--- src/rtl/seq_pkg.sv ---
// rtl/seq_pkg.sv - FSM encoding, opcode classes, condition codes and opcode classifier for the instruction sequencer
package seq_pkg;

    localparam logic [1:0] ST_FETCH    = 2'd0;
    localparam logic [1:0] ST_EXEC     = 2'd1;
    localparam logic [1:0] ST_EXEC2    = 2'd2;
    localparam logic [1:0] ST_MEM_WAIT = 2'd3;

    localparam logic [1:0] PHASE_FIRST  = 2'b00;
    localparam logic [1:0] PHASE_SECOND = 2'b01;

    localparam logic [2:0] CLS_ILLEGAL = 3'd0;
    localparam logic [2:0] CLS_ALU     = 3'd1;
    localparam logic [2:0] CLS_B       = 3'd2;
    localparam logic [2:0] CLS_BL      = 3'd3;
    localparam logic [2:0] CLS_BCOND   = 3'd4;
    localparam logic [2:0] CLS_CBZ     = 3'd5;
    localparam logic [2:0] CLS_CBNZ    = 3'd6;
    localparam logic [2:0] CLS_LDST    = 3'd7;

    localparam logic [5:0]  OP_B     = 6'b000101;
    localparam logic [5:0]  OP_BL    = 6'b100101;
    localparam logic [7:0]  OP_BCOND = 8'b01010100;
    localparam logic [7:0]  OP_CBZ   = 8'b10110100;
    localparam logic [7:0]  OP_CBNZ  = 8'b10110101;
    localparam logic [10:0] OP_LDUR  = 11'b11111000010;
    localparam logic [10:0] OP_STUR  = 11'b11111000000;

    localparam logic [3:0] COND_EQ = 4'b0000;
    localparam logic [3:0] COND_NE = 4'b0001;
    localparam logic [3:0] COND_HS = 4'b0010;
    localparam logic [3:0] COND_LO = 4'b0011;
    localparam logic [3:0] COND_MI = 4'b0100;
    localparam logic [3:0] COND_PL = 4'b0101;
    localparam logic [3:0] COND_GE = 4'b1010;
    localparam logic [3:0] COND_LT = 4'b1011;
    localparam logic [3:0] COND_GT = 4'b1100;
    localparam logic [3:0] COND_LE = 4'b1101;
    localparam logic [3:0] COND_AL = 4'b1110;

    // opc is ir[31:21]; branch formats are matched before the wider ALU/memory fields
    function automatic logic [2:0] classify(input logic [10:0] opc);
        logic [2:0] cls;
        cls = CLS_ILLEGAL;
        if (opc[10:5] == OP_B)
            cls = CLS_B;
        else if (opc[10:5] == OP_BL)
            cls = CLS_BL;
        else if (opc[10:3] == OP_BCOND)
            cls = CLS_BCOND;
        else if (opc[10:3] == OP_CBZ)
            cls = CLS_CBZ;
        else if (opc[10:3] == OP_CBNZ)
            cls = CLS_CBNZ;
        else if ((opc == OP_LDUR) || (opc == OP_STUR))
            cls = CLS_LDST;
        else begin
            casez (opc)
                11'b10001011000, 11'b10101011000, 11'b11001011000, 11'b11101011000,
                11'b10001010000, 11'b11101010000, 11'b10101010000, 11'b11001010000,
                11'b11010011011, 11'b11010011010, 11'b10011011000,
                11'b1001000100?, 11'b1011000100?, 11'b1101000100?, 11'b1111000100?,
                11'b1001001000?, 11'b1111001000?, 11'b1011001000?, 11'b1101001000?,
                11'b110100101??, 11'b111100101??:
                    cls = CLS_ALU;
                default:
                    cls = CLS_ILLEGAL;
            endcase
        end
        return cls;
    endfunction

endpackage

--- src/rtl/cond_eval.sv ---
// rtl/cond_eval.sv - branch condition evaluator against NZCV flags
module cond_eval
    import seq_pkg::*;
(
    input  logic [3:0] cond,
    input  logic [3:0] status,
    output logic       taken
);

    logic w_n, w_z, w_c, w_v;
    logic w_base;
    logic w_supported;

    assign {w_n, w_z, w_c, w_v} = status;

    // cond[3:1] picks the base test, cond[0] inverts it
    always_comb begin
        w_base = 1'b0;
        case (cond[3:1])
            3'b000:  w_base = w_z;
            3'b001:  w_base = w_c;
            3'b010:  w_base = w_n;
            3'b101:  w_base = (w_n == w_v);
            3'b110:  w_base = !w_z && (w_n == w_v);
            3'b111:  w_base = 1'b1;
            default: w_base = 1'b0;
        endcase
    end

    assign w_supported = (cond <= COND_PL) || ((cond >= COND_GE) && (cond <= COND_AL));
    assign taken       = w_supported && (w_base ^ cond[0]);

endmodule

--- src/rtl/instr_sequencer.sv ---
// rtl/instr_sequencer.sv - fetch/execute sequencer; SEQ_MEM_WAIT_EN adds a MEM_WAIT state for LDUR/STUR
module instr_sequencer
    import seq_pkg::*;
(
    input  logic        clock,
    input  logic        reset,
    input  logic [31:0] imem_data,
    input  logic        imem_valid,
    input  logic        mem_ready,
    input  logic [3:0]  status,
    input  logic        alu_zero,
    output logic [31:0] ir,
    output logic [1:0]  state,
    output logic        decode_en,
    output logic        ir_load,
    output logic        pc_inc,
    output logic        pc_load,
    output logic        mem_req,
    output logic        retire,
    output logic        illegal
);

    logic [1:0]  r_fsm;
    logic [1:0]  r_phase;
    logic [31:0] r_ir;

    logic [1:0]  w_fsm_next;
    logic [2:0]  w_cls;
    logic        w_cond_taken;
    logic        w_decode_en, w_ir_load, w_pc_inc, w_pc_load, w_mem_req, w_retire, w_illegal;

    assign w_cls = classify(r_ir[31:21]);

    cond_eval u_cond_eval (
        .cond   (r_ir[3:0]),
        .status (status),
        .taken  (w_cond_taken)
    );

`ifndef SEQ_MEM_WAIT_EN
    logic w_unused_mem_ready;
    assign w_unused_mem_ready = mem_ready;
`endif

    always_comb begin
        w_fsm_next  = r_fsm;
        w_decode_en = 1'b0;
        w_ir_load   = 1'b0;
        w_pc_inc    = 1'b0;
        w_pc_load   = 1'b0;
        w_mem_req   = 1'b0;
        w_retire    = 1'b0;
        w_illegal   = 1'b0;
        case (r_fsm)
            ST_FETCH: begin
                if (imem_valid) begin
                    w_ir_load  = 1'b1;
                    w_fsm_next = ST_EXEC;
                end
            end
            ST_EXEC: begin
                w_decode_en = 1'b1;
                w_fsm_next  = ST_FETCH;
                case (w_cls)
                    CLS_ALU: begin
                        w_pc_inc = 1'b1;
                        w_retire = 1'b1;
                    end
                    CLS_B: begin
                        w_pc_load = 1'b1;
                        w_retire  = 1'b1;
                    end
                    CLS_BCOND: begin
                        w_pc_load = w_cond_taken;
                        w_pc_inc  = !w_cond_taken;
                        w_retire  = 1'b1;
                    end
                    CLS_CBZ: begin
                        w_pc_load = alu_zero;
                        w_pc_inc  = !alu_zero;
                        w_retire  = 1'b1;
                    end
                    CLS_CBNZ: begin
                        w_pc_load = !alu_zero;
                        w_pc_inc  = alu_zero;
                        w_retire  = 1'b1;
                    end
                    CLS_BL: begin
                        w_fsm_next = ST_EXEC2;
                    end
                    CLS_LDST: begin
                        w_mem_req = 1'b1;
`ifdef SEQ_MEM_WAIT_EN
                        w_fsm_next = ST_MEM_WAIT;
`else
                        w_fsm_next = ST_EXEC2;
`endif
                    end
                    default: begin
                        w_illegal = 1'b1;
                        w_pc_inc  = 1'b1;
                    end
                endcase
            end
            // second phase: BL branches, LDUR/STUR (single-cycle memory) completes
            ST_EXEC2: begin
                w_decode_en = 1'b1;
                w_retire    = 1'b1;
                w_fsm_next  = ST_FETCH;
                if (w_cls == CLS_LDST) begin
                    w_mem_req = 1'b1;
                    w_pc_inc  = 1'b1;
                end else begin
                    w_pc_load = 1'b1;
                end
            end
`ifdef SEQ_MEM_WAIT_EN
            ST_MEM_WAIT: begin
                w_decode_en = 1'b1;
                w_mem_req   = 1'b1;
                if (mem_ready) begin
                    w_pc_inc   = 1'b1;
                    w_retire   = 1'b1;
                    w_fsm_next = ST_FETCH;
                end
            end
`endif
            default: begin
                w_fsm_next = ST_FETCH;
            end
        endcase
    end

    always_ff @(posedge clock) begin
        if (reset) begin
            r_fsm   <= ST_FETCH;
            r_phase <= PHASE_FIRST;
            r_ir    <= 32'h0;
        end else begin
            r_fsm   <= w_fsm_next;
            r_phase <= ((w_fsm_next == ST_EXEC2) || (w_fsm_next == ST_MEM_WAIT)) ? PHASE_SECOND : PHASE_FIRST;
            if (w_ir_load)
                r_ir <= imem_data;
        end
    end

    assign ir        = r_ir;
    assign state     = r_phase;
    assign decode_en = w_decode_en && !reset;
    assign ir_load   = w_ir_load   && !reset;
    assign pc_inc    = w_pc_inc    && !reset;
    assign pc_load   = w_pc_load   && !reset;
    assign mem_req   = w_mem_req   && !reset;
    assign retire    = w_retire    && !reset;
    assign illegal   = w_illegal   && !reset;

endmodule

--- config.mk ---
export PLATFORM = sky130hd
export DESIGN_NAME = instr_sequencer
export DESIGN_NICKNAME = d
export VERILOG_FILES = /design/src/rtl/seq_pkg.sv /design/src/rtl/cond_eval.sv /design/src/rtl/instr_sequencer.sv
export SDC_FILE = /design/constraint.sdc
export NUM_CORES = 1
export LEC_CHECK = 0
export CAP_MARGIN = 15
export CORE_MARGIN = 4
export CORE_UTILIZATION = 46
export CTS_BUF_LIST = sky130_fd_sc_hd__clkbuf_16
export DETAILED_ROUTE_END_ITERATION = 16
export PLACE_DENSITY_LB_ADDON = 0.25
export SYNTH_ARGS = -nofsm -noshare
export SYNTH_HDL_FRONTEND = slang
export SYNTH_SLANG_ARGS = --single-unit
--- constraint.sdc ---
create_clock -name clock -period 3.7 [get_ports clock]
set_input_delay 0.37 -clock clock [delete_from_list [all_inputs] [get_ports clock]]
set_output_delay 0.37 -clock clock [all_outputs]
set_load 0.02 [all_outputs]
==> results.toml, run 1 <==
[worst_setup_path]
reg2reg_from = "ir[28]"
worstRegToRegCells = 5
worstSetupEndpointType = "output pin"
arrival_ps = 2730
path_max_fanout = 3
r2r_slack_ps = 1810
start_kind = "primary input"
worstSetupPathType = "primary input to output pin"
cp.required_ps = 3330
reg2reg_to = "state[0]"

[route]
drtIter0Drc = 71
m1WireLength_mm = 2.065
viasPerCell = 5.367
drt_pass1_iterations = 6
ant_nets = 0
met2RoutedLength_mm = 2.405
drc = 0
wl_per_cell_um = 13.56
top_layer_used = "met4"
via_count = 1975
dr_wl_met3_um = 454
wl_mm = 4.989

[placement]
numPortBuffers = 79
placed_cells = 360
gp_congestion = 0.8443
dp_hpwl_mm = 3.529
place_ws_ps = 624.6

[cts]
clockBufferDepth = 2
worstSkewPairLatency_ps = 280
cts_resized = 0
clock-root-buffer = "clkbuf_16"
clkTransAtPathRegs_ps = 50
cts_sinks = 35
hold_buffers = 0
htreeDepth = 2
post-cts-setup-buffers = 0
cts_tree = "built"
cts_made_buffers = 5

[finish]
diodes = 0
instances_no_fill = 368
layout_commonest_cell = "clkdlybuf4s50_1"
area_delta_synth_final_pct = 48.66
layout_common_cells = "clkdlybuf4s50_1 (79), nand2_1 (68), a21oi_1 (36)"
nets = 361
finish.utilization = 0.7078
drive_gt1_frac = 0.08176

[synthesis]
synthFlopType = "dfxtp_1"
syn_avg_cell_area_sq_um = 7.829
ys_seq_area_frac = 0.3653
ys_types = 57
synth_cells = 245
ys_async_sr_fraction = 0
synth_warnings = 0
synth_edf_count = 0
synth-seq-cells = 35
syn-num-nets = 289
syn-cell-area_sq_um = 1918

[global_route]
antenna_found_initial = 0
grt_pass1_vias = 1833
grt_max_degree = 38
gr-total-overflow = 0
track_usage = 0.1894
grt_pass1_wl_mm = 7.997

[sta]
fin_tns_setup_ps = 0
maxSlewViolCount = 0
setup_viol = 0
period_needed_ps = 3104
setup_slack_ps = 596.5
slew_headroom = 0.3008
hold_violations = 0
worst_pin_slew_ps = 1046
rsz0062_at_grt = "no"
timing.hold.ws_ps = 452.3
maxClockFrequency_ghz = 0.3222
finalCritPeriodShare = 0.8388
fin_skew_ps = 3.355

[die]
dieArea_sq_um = 5267
pin_count = 82
start_util = 0.4761
die_w_um = 72.58
die_h_um = 72.58
coreArea_sq_um = 4029
fp-row-count = 23

[hold_path]
hp-class = "register to register"
hp-start = "ir[19]"
hold_end = "ir[19]"
whs_path_depth = 2

[pwr]
ir_drop_v = 0.0004127
power_density_nw_per_um2 = 361.1
power_leakage_nw = 1.073

[job]
maxCapViolations = 0

[outcome]
outcome = "completed"
cell usage after synthesis (2+ instances only):
library cell | n | share of area
inv_1 | 8 | 0.016
and3b_1 | 2 | 0.0091
or4b_1 | 2 | 0.010
nor3b_1 | 4 | 0.016
ha_1 | 3 | 0.020
nor4_1 | 3 | 0.0098
clkbuf_1 | 12 | 0.023
buf_4 | 2 | 0.0078
nor3_1 | 2 | 0.0052
a21oi_1 | 36 | 0.094
a211oi_1 | 4 | 0.016
nand3_1 | 2 | 0.0052
o21ai_0 | 3 | 0.0078
nand4b_1 | 2 | 0.0091
nand2_1 | 68 | 0.13
or3b_4 | 2 | 0.012
nor2_1 | 4 | 0.0078
or2b_2 | 2 | 0.0091
a211o_2 | 2 | 0.010
nand2b_1 | 3 | 0.0098
a211o_1 | 2 | 0.0091
nand3b_1 | 5 | 0.020
o211a_1 | 2 | 0.010
a32oi_1 | 2 | 0.0091
a21o_1 | 2 | 0.0078
dfxtp_1 | 35 | 0.37
how the worst max path moves through the flow:
stage                     startpoint      end  cells after the start
after global placement     status[2]  pc_load                      7
after global routing          ir[24]   retire                      6
after detailed placement   status[2]  pc_load                      7
final                      status[2]  pc_load                      7
after floorplan               ir[24]  illegal                      5
after CTS                  status[2]  pc_load                      7
sequential cells by signal (all words and copies together), names as in the netlist:
name and cells:
r_fsm 2, state 1, ir 32
cell type report:
| type | instances | area [sq um] |
|---|---|---|
| Multi-Input combinational cell | 186 | 1111 |
| Clock inverter | 3 | 16.27 |
| Sequential cell | 35 | 700.7 |
| Inverter | 8 | 30.03 |
| Fill cell | 344 | 1177 |
| Clock buffer | 5 | 125.1 |
| Tap cell | 50 | 62.56 |
| Timing Repair Buffer | 81 | 805.8 |
per-stage QoR:
step | total power, mW | cell area, sq um
after floorplan | 0.5400 | 1918
after global placement | 0.6408 | 2710
after detailed placement | 0.6442 | 2710
after CTS | 1.042 | 2851
after global routing | 1.077 | 2851
final | 1.030 | 2851
power breakdown:
group	switching (mW)	internal [mW]
Combinational	0.101	0.110
Clock	0.149	0.245
Sequential	0.0243	0.400
worst max-delay path, cell delays in order:
cell             delay [ps]
clkdlybuf4s50_1         440
nand2b_1                190
a2111oi_0               640
nor4b_2                 120
a211o_1                 310
o211a_1                 130
clkdlybuf4s50_1         530
kinds of logic after synthesis:
family                   after synthesis  synth area share
AO/OA/AOI/OAI                         66            0.2283
flip-flops                            35            0.3653
XOR/XNOR                               1          0.004567
buffers and inverters                 24           0.05544
other                                  1          0.001955
adder cells (fa/ha/maj)                3           0.01957
multiplexers                           1          0.005219
AND/OR/NAND/NOR                      114            0.3197
per-layer routing:
layer  vias up  global-route usage
li1       1005                   -
met1       900              0.2089
met2        63              0.3257
met3         7             0.08264
met4         0             0.06148
met5         -                   0
Power figures use the tool's default switching activity.
==> run 2, diff against run 1 <==
--- a/config.mk
+++ b/config.mk
@@ -7,7 +7,7 @@
 export LEC_CHECK = 0
 export CAP_MARGIN = 15
 export CORE_MARGIN = 4
-export CORE_UTILIZATION = 46
+export CORE_UTILIZATION = 38
 export CTS_BUF_LIST = sky130_fd_sc_hd__clkbuf_16
 export DETAILED_ROUTE_END_ITERATION = 16
 export PLACE_DENSITY_LB_ADDON = 0.25
==> constraint.sdc (replaced) <==
create_clock -name clock -period 2.8 [get_ports clock]
set_input_delay 0.28 -clock clock [delete_from_list [all_inputs] [get_ports clock]]
set_output_delay 0.28 -clock clock [all_outputs]
set_load 0.02 [all_outputs]
==> results.toml, run 2 (synthesis results as in run 1) <==
[die]
coreArea_sq_um = 4817
fp-row-count = 25
die_h_um = 79.05
dieArea_sq_um = 6248
start_util = 0.3982
die_w_um = 79.05
pin_count = 82

[sta]
timing.hold.ws_ps = 450.7
maxSlewViolCount = 0
worst_pin_slew_ps = 479.6
maxClockFrequency_ghz = 0.3801
finalCritPeriodShare = 0.9396
setup_viol = 0
fin_skew_ps = 5.159
rsz0062_at_grt = "no"
period_needed_ps = 2631
slew_headroom = 0.6758
hold_violations = 0
fin_tns_setup_ps = 0

[finish]
nets = 366
drive_gt1_frac = 0.1084
layout_common_cells = "clkdlybuf4s50_1 (75), nand2_1 (68), a21oi_1 (36)"
instances_no_fill = 390
largest_reg_flops = 32
diodes = 0
layout_commonest_cell = "clkdlybuf4s50_1"
fin_area_sq_um = 2940
area_delta_synth_final_pct = 53.29

[pwr]
p_clk_frac = 0.419
power_leakage_nw = 1.142
power_frac_seq = 0.385
power.switching_mw = 0.3644
ir_drop_v = 0.0003996
power_density_nw_per_um2 = 495.3
p_comb_frac = 0.197
power.total_mw = 1.456
switching_share = 0.2502
internal-power_mw = 1.092

[cts]
htreeDepth = 2
clockBufferDepth = 2
post-cts-setup-buffers = 0
clkTransAtPathRegs_ps = 50
cts_tree = "built"
cts_sinks = 35
cts_made_buffers = 5
worstSkewPairLatency_ps = 270
clock-root-buffer = "clkbuf_16"

[global_route]
gr-total-overflow = 0
track_usage = 0.1692
grt_pass1_wl_mm = 8.576
grt_max_degree = 38
antenna_found_initial = 0
grt_pass1_vias = 1899

[worst_setup_path]
reg2reg_from = "ir[23]"
arrival_ps = 2350
reg2reg_to = "state[0]"
start_kind = "register"
worstSetupPathType = "register to output pin"
r2r_slack_ps = 1020
path_max_fanout = 10
crit_chain = "or3b_4 -> nor3_4 -> or4_1 -> o21ai_1 -> a221o_1 -> dlygate4sd2_1"
slowest_stage = "or3b_4"
cp.required_ps = 2520
worstSetupEndpointType = "output pin"
critPathMaxStageDelay_ps = 450
worstRegToRegCells = 5

[placement]
placed_cells = 382
gp_congestion = 0.8394
post_dp_cell_area_sq_um = 2769
dp_hpwl_mm = 3.797
numPortBuffers = 79

[route]
drtIter0Drc = 91
via_count = 1988
viasPerCell = 5.097
ant_nets = 0
drc = 0
wl_mm = 5.209
drt_pass1_iterations = 4
wl_per_cell_um = 13.36

[hold_path]
whs_path_depth = 2
hp-class = "register to register"
hp-start = "ir[8]"
hold_end = "ir[8]"

[outcome]
outcome = "completed"

[job]
maxCapViolations = 0
## run 2: metrics by stage
step	worst slack, ps	utilization
6_report	169.0	0.6104
5_1_grt	19.21	0.6104
4_1_cts	166.5	0.6101
3_5_place_dp	3.006	0.5748
3_3_place_gp	37.35	0.5748
2_1_floorplan	354.3	-
## run 2: timing repair
| item | in CTS | in global routing |
|---|---|---|
| hold endpoints to repair | 0 | 0 |
| hold buffers | 0 | 0 |
| pin swaps | 1 | 0 |
| setup endpoints to repair | 4 | 1 |
| gates resized for setup | 9 | 1 |
## run 2: power groups by stage
| stage | clock network (mW) | registers, mW | logic [mW] |
|---|---|---|---|
| 6_report | 0.610 | 0.560 | 0.286 |
| 5_1_grt | 0.648 | 0.565 | 0.310 |
| 4_1_cts | 0.620 | 0.560 | 0.289 |
| 3_5_place_dp | 0 | 0.570 | 0.287 |
| 3_3_place_gp | 0 | 0.568 | 0.286 |
| 2_1_floorplan | 0 | 0.595 | 0.118 |
## run 2: worst max path at each step
stage               depth (start not counted)  endpoint  slack (ps)       from
floorplan                                   5   illegal         350     ir[24]
global placement                            8   pc_load          40  status[2]
detailed placement                          8   pc_load           3  status[2]
CTS                                         6    pc_inc         170     ir[29]
global route                                6    retire          20     ir[23]
finish                                      6    pc_inc         170     ir[29]
## run 2: critical path, delay by kind of cell, from the launching register on
kind                   cells  cell delay [ps]
AO/OA/AOI/OAI              2              400
buffers and inverters      1              320
flip-flops                 1              420
AND/OR/NAND/NOR            3              940
## run 2: cell type report
| cell class | count | area (sq um) |
|---|---|---|
| fill | 455 | 1877 |
| multi-input combinational | 186 | 1119 |
| timing repair buffer | 86 | 838.3 |
| sequential | 35 | 705.7 |
| clock buffer | 5 | 125.1 |
| tap | 67 | 83.83 |
| clock inverter | 3 | 38.79 |
| inverter | 8 | 30.03 |
## run 2: per-layer routing
metal / share of wire / global-route usage / vias to the layer above / wire length [um]
met4: 0.012 / 0.04811 / 0 / 63
met1: 0.43 / 0.1959 / 914 / 2255
met2: 0.48 / 0.2971 / 54 / 2511
li1: - / - / 1014 / -
met5: 0 / 0 / - / 0
met3: 0.073 / 0.05442 / 6 / 378
